===== src/rtl/bin_to_bcd_seq.sv =====
// Sequential binary-to-BCD converter (shift-and-add-3) with start/busy/done
// handshake, overflow flag and active-low 7-segment patterns per digit.
module bin_to_bcd_seq #(
  parameter int WIDTH  = 7,
  parameter int DIGITS = 2
) (
  input  logic                  clk,
  input  logic                  rst_n,
  input  logic                  start,
  input  logic [WIDTH-1:0]      bin,
  output logic                  busy,
  output logic                  done,
  output logic                  err,
  output logic [4*DIGITS-1:0]   bcd,
  output logic [7*DIGITS-1:0]   hex
);

  // Scratch must hold enough digits that add-3 never drops a carry.
  localparam int SDIG_MIN = (WIDTH * 302 + 999) / 1000 + 1;
  localparam int SDIG     = (SDIG_MIN > DIGITS) ? SDIG_MIN : DIGITS;
  localparam int SW       = 4 * SDIG;
  localparam int CNT_W    = (WIDTH > 1) ? $clog2(WIDTH) : 1;
  localparam logic [CNT_W-1:0] CNT_LAST = CNT_W'(WIDTH - 1);

  function automatic logic [31:0] max_value(input int d);
    logic [31:0] p;
    p = 32'd1;
    for (int i = 0; i < d; i++) p = p * 32'd10;
    return p - 32'd1;
  endfunction

  localparam logic [31:0] MAXV = max_value(DIGITS);

  function automatic logic [3:0] add3(input logic [3:0] d);
    return (d >= 4'd5) ? d + 4'd3 : d;
  endfunction

  function automatic logic [6:0] seg7(input logic [3:0] d);
    logic [6:0] s;
    case (d)
      4'd0:    s = 7'b0000001;
      4'd1:    s = 7'b1001111;
      4'd2:    s = 7'b0010010;
      4'd3:    s = 7'b0000110;
      4'd4:    s = 7'b1001100;
      4'd5:    s = 7'b0100100;
      4'd6:    s = 7'b0100000;
      4'd7:    s = 7'b0001111;
      4'd8:    s = 7'b0000000;
      4'd9:    s = 7'b0000100;
      default: s = 7'b1111111;
    endcase
    return s;
  endfunction

  typedef enum logic [1:0] {IDLE, SHIFT, DONE} state_t;

  state_t                 state, state_nxt;
  logic                   accept;
  logic                   last;
  logic [CNT_W-1:0]       cnt;
  logic                   ovf;
  logic [SW-1:0]          scr, scr_adj, scr_nxt;
  logic [WIDTH-1:0]       sh, sh_nxt;
  logic [7*DIGITS-1:0]    hex_nxt;

  always_comb begin
    state_nxt = state;
    accept    = 1'b0;
    case (state)
      IDLE: begin
        if (start) begin
          accept    = 1'b1;
          state_nxt = SHIFT;
        end
      end
      SHIFT: begin
        if (cnt == CNT_LAST) state_nxt = DONE;
      end
      DONE: begin
        if (start) begin
          accept    = 1'b1;
          state_nxt = SHIFT;
        end else begin
          state_nxt = IDLE;
        end
      end
      default: state_nxt = IDLE;
    endcase
  end

  assign last = (state == SHIFT) && (cnt == CNT_LAST);
  assign busy = (state == SHIFT);
  assign done = (state == DONE);

  always_ff @(posedge clk or negedge rst_n) begin
    if (!rst_n) begin
      state <= IDLE;
      cnt   <= '0;
      ovf   <= 1'b0;
    end else begin
      state <= state_nxt;
      if (accept) begin
        cnt <= '0;
        ovf <= (32'(bin) > MAXV);
      end else if (state == SHIFT) begin
        cnt <= cnt + 1'b1;
      end
    end
  end

  // Shift datapath: add-3 on every digit, then shift {scratch, operand} left.
  always_comb begin
    scr_adj = scr;
    for (int d = 0; d < SDIG; d++) scr_adj[4*d +: 4] = add3(scr[4*d +: 4]);
    {scr_nxt, sh_nxt} = {scr_adj, sh} << 1;
  end

  always_ff @(posedge clk) begin
    if (accept) begin
      sh  <= bin;
      scr <= '0;
    end else if (state == SHIFT) begin
      sh  <= sh_nxt;
      scr <= scr_nxt;
    end
  end

  always_comb begin
    hex_nxt = '1;
    for (int d = 0; d < DIGITS; d++) hex_nxt[7*d +: 7] = seg7(scr_nxt[4*d +: 4]);
  end

  // Results are taken from the final shift so they appear in the DONE cycle.
  always_ff @(posedge clk or negedge rst_n) begin
    if (!rst_n) begin
      err <= 1'b0;
      bcd <= '0;
      hex <= '1;
    end else if (last) begin
      err <= ovf;
      if (ovf) begin
        bcd <= '0;
        hex <= '1;
      end else begin
        bcd <= scr_nxt[4*DIGITS-1:0];
        hex <= hex_nxt;
      end
    end
  end

endmodule


===== config.mk =====
export PLATFORM = sky130hd
export DESIGN_NAME = bin_to_bcd_seq
export DESIGN_NICKNAME = d
export VERILOG_FILES = /design/src/rtl/bin_to_bcd_seq.sv
export SDC_FILE = /design/constraint.sdc
export NUM_CORES = 1
export LEC_CHECK = 0
export CAP_MARGIN = 20
export CORE_MARGIN = 10
export CORE_UTILIZATION = 41
export CTS_CLUSTER_SIZE = 14
export DETAILED_ROUTE_END_ITERATION = 8
export SETUP_SLACK_MARGIN = 0.05
export SKIP_LAST_GASP = 1
export SLEW_MARGIN = 15
export SYNTH_ARGS = -nofsm -noshare
export SYNTH_HDL_FRONTEND = slang
export SYNTH_SLANG_ARGS = --single-unit
export TNS_END_PERCENT = 100

===== constraint.sdc =====
create_clock -name clk -period 3.7 [get_ports clk]
set_input_delay 0.37 -clock clk [delete_from_list [all_inputs] [get_ports clk]]
set_output_delay 0.37 -clock clk [all_outputs]
set_load 0.02 [all_outputs]

# Word-level counts from Yosys, hierarchy flattened
# Memories as Yosys holds them, arrays and structs flattened.
# Cells that the tools add are included.
# word_totals
regBits,52
mem_bits_ro,224
in_bits,10
out_inout_bits,25
wordCells,46
mem_count,2
# memory_table
name,depth,word_bits,read_ports,rd_ports_with_merged_regs,wr,line,rtl
(no name shown),16,7,1,0,0,40,case (d)
(no name shown),16,7,1,0,0,40,
# op_classes
addsub,5
magnitude_cmp,5
eq_ne,5
muxes,16
reduce_logical,5
# op_table
cell,count
$ge A4 B3 Y1 const B,4
$mux W14,1
$mux W7,2
$add A4 B2 Y4 const B,3
$mux W4,3
$mux W3,3
$mux W8,1
$gt A7 B7 Y1 const B,1
$pmux W2 S3,1
$mux W2,2
$add A3 B1 Y3 const B,1
$add A3 B2 Y3 const B,1
$eq A3 B3 Y1 const B,1
$mux W1,3
$eq A2 B1 Y1 const B,1
$eq A2 B2 Y1 const B,1
$logic_not A2 Y1,1
$ne A2 B1 Y1 const B,1
$ne A2 B2 Y1 const B,1
$reduce_and A2 Y1,1
$reduce_bool A2 Y1,1
$reduce_or A2 Y1,1
$logic_and A1 B1 Y1,1

# Logic depth before layout (Yosys ltp)
# logic_depth
word_depth,4
ltp_mapped,9
ltp_nobuf,9

# Worst setup path after synthesis
# OpenSTA, ideal clock, no wires.
# synth_path
path_kind,flip-flop to flip-flop
startpoint,register scr[4]
endpoint,register hex[10]
setup_time_ns,0.083
t_arrival_ns,1.993
t_required_ns,3.617
path_slack_ns,1.623
stages_incl_launch_ff,10
n_path_buf,0
period_less_slack_ns,2.077
cell_sequence,dfxtp_1 > inv_1 > ha_1 > nand2b_1 > a21oi_1 > xnor2_1 > inv_1 > ha_1 > a21oi_1 > o32a_1
# synth_via
elab_chain_len,4
elab_cells_between_ends,5
cone_classes,add/sub (1); order compare (1); mux (2); memory (1)
# synth_rtl
element,line,rtl
from (decl),63,"logic [SW-1:0] scr, scr_adj, scr_nxt;"
from (signal assigned),125,scr <= scr_nxt;
$add A4 B2 Y4 / $ge A4 B3 Y1 (equally long branches),35,return (d >= 4'd5) ? d + 4'd3 : d;
$mux W4 (*),35,
net scr_adj[4],63,
$mem_v2 Z16 W7 (*),n/a,
$mux W14 (*),142,if (ovf) begin
to (signal assigned),147,hex <= hex_nxt;
to (decl),15,output logic [7*DIGITS-1:0] hex
# The timed path passes the listed nets; every way through them passes the cells marked *.
# A chain may end at the register's enable or synchronous reset.

# Worst setup path in the final report
# layout_path
startpoint,register scr[1]
endpoint,register hex[10]
# layout_via
elab_chain_len,4
elab_cells_between_ends,5
cone_classes,add/sub (1); order compare (1); mux (2); memory (1)
# layout_rtl
element,line
$add A4 B2 Y4 / $ge A4 B3 Y1 (equally long branches),35
$mux W4 (*),35
$mem_v2 Z16 W7 (*),n/a
$mux W14 (*),142
# Mark *: on every way between the ends. The rest lies on a longest branch, timed or not.

==> flow_summary.json <==
{
  "timing.final.hold_violations": 0,
  "status": "finished clean",
  "yosys.cell_types.count": 54,
  "timing.fmax_mhz": 412,
  "place.detailed.hpwl_um": 3830,
  "die_area_sq_um": 8830,
  "setup.worst_path.start_class": "flop",
  "yosys-top-cells-count": "sky130_fd_sc_hd__nand2_1, sky130_fd_sc_hd__nor2_1, sky130_fd_sc_hd__a21oi_1, sky130_fd_sc_hd__o21ai_0, sky130_fd_sc_hd__dfrtp_1",
  "post-route-cell-area_sq_um": 2740,
  "synth_top_cell_by_area": "sky130_fd_sc_hd__dfrtp_1",
  "routed_wire_length_um": 5180,
  "most_instantiated_flip_flop_cell_in_the_synthesis_netlist": "sky130_fd_sc_hd__dfrtp_1",
  "viasPerCell": 5.28,
  "stdcell_count": 337,
  "ant_nets_after_route": 0,
  "areaGrowthSynthToFinish_pct": 22.2,
  "placed_cells_incl_taps": 328,
  "final.setup_skew_ps": 6.06,
  "worstSetupEndpointType": "flop",
  "initial_antenna_violation_count": 0,
  "clkSlewWorstSetupHoldPaths_ps": 80,
  "drv.max_cap_violation_count": 0,
  "arr_time_crit_path_ps": 2650,
  "clock_path_buffers": 2,
  "setup_tns_ps": 0,
  "synth_top_cell_area_share_pct": 16.7,
  "post-route-period-util_pct": 65.7,
  "finish.net_count": 286,
  "syn_inst": 231,
  "numPortBuffers": 34,
  "synth_enable_flop_cells": 7,
  "cts_htree_levels": 2,
  "ir_worst_vdd_v": 0.000497,
  "via_count": 1778,
  "netlist_area_sq_um": 2240,
  "drt_pass1_iterations": 4,
  "synth_most_common_cell": "sky130_fd_sc_hd__nand2_1",
  "final_routed_drc_violation_total": 0,
  "powerDensity_nw_per_um2": 1030,
  "critical_path_class": "reg -> reg",
  "post_cts.repair.setup_buffers": 0,
  "timing.critical_path.fanout_max": 8,
  "dieHeight_um": 94.0,
  "worst_slew_pin_slew_ps": 614,
  "hold_path_class": "in -> async",
  "die_x_um": 94.0,
  "rows": 26,
  "synth-seq-area-share_pct": 49.7,
  "period_minus_slack_ps": 2430,
  "cts_buffers": 5,
  "yosysWarningCount": 0,
  "cts_hold_buf": 0,
  "place_area_sq_um": 2640,
  "cellLeakagePower_nw": 1.15,
  "yosys_register_bits": 44,
  "post_synth.cell_area_avg_sq_um": 9.71,
  "clock_insertion_delay_worst_skew_ps": 290,
  "slew_viol_final": 0,
  "ioPinCount": 35,
  "grt_setup_unrepaired": "no",
  "average_wire_per_cell_in_the_routed_design_um": 15.4,
  "relSlewSlack_pct": 59.0,
  "gp_routability_congestion": 0.828,
  "drive_above_1_share_pct": 13.1,
  "grt_overflow": 0,
  "post_cts_resized": 0,
  "cts_tree": "done",
  "ctsRootBufferMaster": "sky130_fd_sc_hd__clkbuf_8",
  "grt_use_total_pct": 12.5,
  "start_util_pct": 43.1,
  "cts.sinks": 44,
  "setup_viol": 0,
  "power_mw": 2.83,
  "antenna_cells_inserted": 0,
  "core_region_area_sq_um": 5200,
  "async_reset_ff_share_pct": 65.9,
  "ys_top_cells_by_area": "sky130_fd_sc_hd__dfrtp_1, sky130_fd_sc_hd__dfstp_2, sky130_fd_sc_hd__edfxtp_1, sky130_fd_sc_hd__dfxtp_1, sky130_fd_sc_hd__nand2_1",
  "postSynthNetCount": 251,
  "first_iter_violations": 84,
  "grt_max_degree": 23,
  "grt_pass1_wl_um": 8910,
  "crit_required_ps": 3920,
  "vias_in_the_first_global_route": 1808
}
==> per-stage QoR <==
stage	util (%)	setup WS, ps	hold WS [ps]
after floorplan	-	1620	74.4
after global placement	50.8	1310	479
after detailed placement	50.8	1280	482
after CTS	52.4	1260	500
after global routing	52.6	978	349
final	52.6	1270	336
==> power breakdown <==
part	leakage, nW	switching [mW]	internal (mW)
clock	0.0453	0.163	0.128
sequential	0.478	0.181	0.797
combinational	0.622	0.892	0.665
==> layout by cell type, fill, tap and decap left out, types with 2 or more instances in the layout <==
master and n:
sky130_fd_sc_hd__clkdlybuf4s50_1 34, sky130_fd_sc_hd__o21ai_1 3, sky130_fd_sc_hd__a22o_1 2, sky130_fd_sc_hd__nor2b_1 3, sky130_fd_sc_hd__dfstp_2 14, sky130_fd_sc_hd__clkinv_1 2
sky130_fd_sc_hd__clkinv_2 2, sky130_fd_sc_hd__nand2b_1 6, sky130_fd_sc_hd__a31oi_1 3, sky130_fd_sc_hd__edfxtp_1 7, sky130_fd_sc_hd__a21o_1 2, sky130_fd_sc_hd__mux2i_2 2
sky130_fd_sc_hd__o22ai_1 6, sky130_fd_sc_hd__nor3_1 3, sky130_fd_sc_hd__a2111oi_0 2, sky130_fd_sc_hd__dfxtp_1 8, sky130_fd_sc_hd__ha_1 10, sky130_fd_sc_hd__clkbuf_8 5
sky130_fd_sc_hd__nand2_1 38, sky130_fd_sc_hd__a211oi_1 2, sky130_fd_sc_hd__o21ai_0 16, sky130_fd_sc_hd__nor3b_2 2, sky130_fd_sc_hd__o31ai_1 3, sky130_fd_sc_hd__xnor2_1 2
sky130_fd_sc_hd__dfrtp_1 15, sky130_fd_sc_hd__nor2_1 19, sky130_fd_sc_hd__inv_1 10, sky130_fd_sc_hd__and2_1 2, sky130_fd_sc_hd__a21oi_1 16, sky130_fd_sc_hd__nand3_1 2
==> per-layer routing <==
metal  vias to the layer above  routed length [um]  global-route usage (%)
li1                        886                   -                       -
met1                       847                2480                    16.4
met2                        39                2340                    19.4
met3                         6                 293                    3.76
met4                         0                  64                    3.80
met5                         -                   0                       0
==> cell families after synthesis <==
logic type | Yosys count | synth area share (%)
buffers and inverters | 20 | 3.57
xor gates and xnor gates | 4 | 2.18
AOI/OAI and AO/OA | 65 | 18.9
muxes | 4 | 2.18
DFF | 44 | 49.7
and+or+nand+nor | 84 | 17.9
adders and majority gates | 10 | 5.58
==> final cells by class <==
class / instances / area, sq um
clock buffer: 5 / 68.8
tap: 70 / 87.6
fill: 486 / 2460
inverter: 12 / 45.0
sequential: 44 / 1110
clock inverter: 3 / 13.8
multi-input combinational: 167 / 1050
timing repair buffer: 36 / 363
==> state kept, by name (all words and copies together) (netlist names) <==
name	cells
sh	7
scr	8
ovf	1
hex	14
err	1
cnt	3
state	2
bcd	8
==> critical path, cell delays in order (launching register included) <==
cell,delay (ps)
sky130_fd_sc_hd__dfxtp_1,340
sky130_fd_sc_hd__inv_1,140
sky130_fd_sc_hd__ha_1,320
sky130_fd_sc_hd__nand2b_2,120
sky130_fd_sc_hd__nor2b_1,150
sky130_fd_sc_hd__mux2i_2,430
sky130_fd_sc_hd__inv_1,130
sky130_fd_sc_hd__ha_1,310
sky130_fd_sc_hd__a21oi_1,60
sky130_fd_sc_hd__o32a_1,340
==> path summary, 6_finish.rpt <==
kind                             start  slack (ps)  endpoint  cells after the start
worst min-delay path             rst_n         340    bcd[3]                      1
min in group clk                bcd[1]         490    bcd[1]                      2
worst min register to register  bcd[1]         490    bcd[1]                      2
worst max register to register  scr[1]        1270   hex[10]                      9
worst max-delay path            scr[1]        1270   hex[10]                      9
max in group asynchronous        rst_n        2860    hex[4]                      2
No activity file was read; power rests on OpenSTA's default activity.
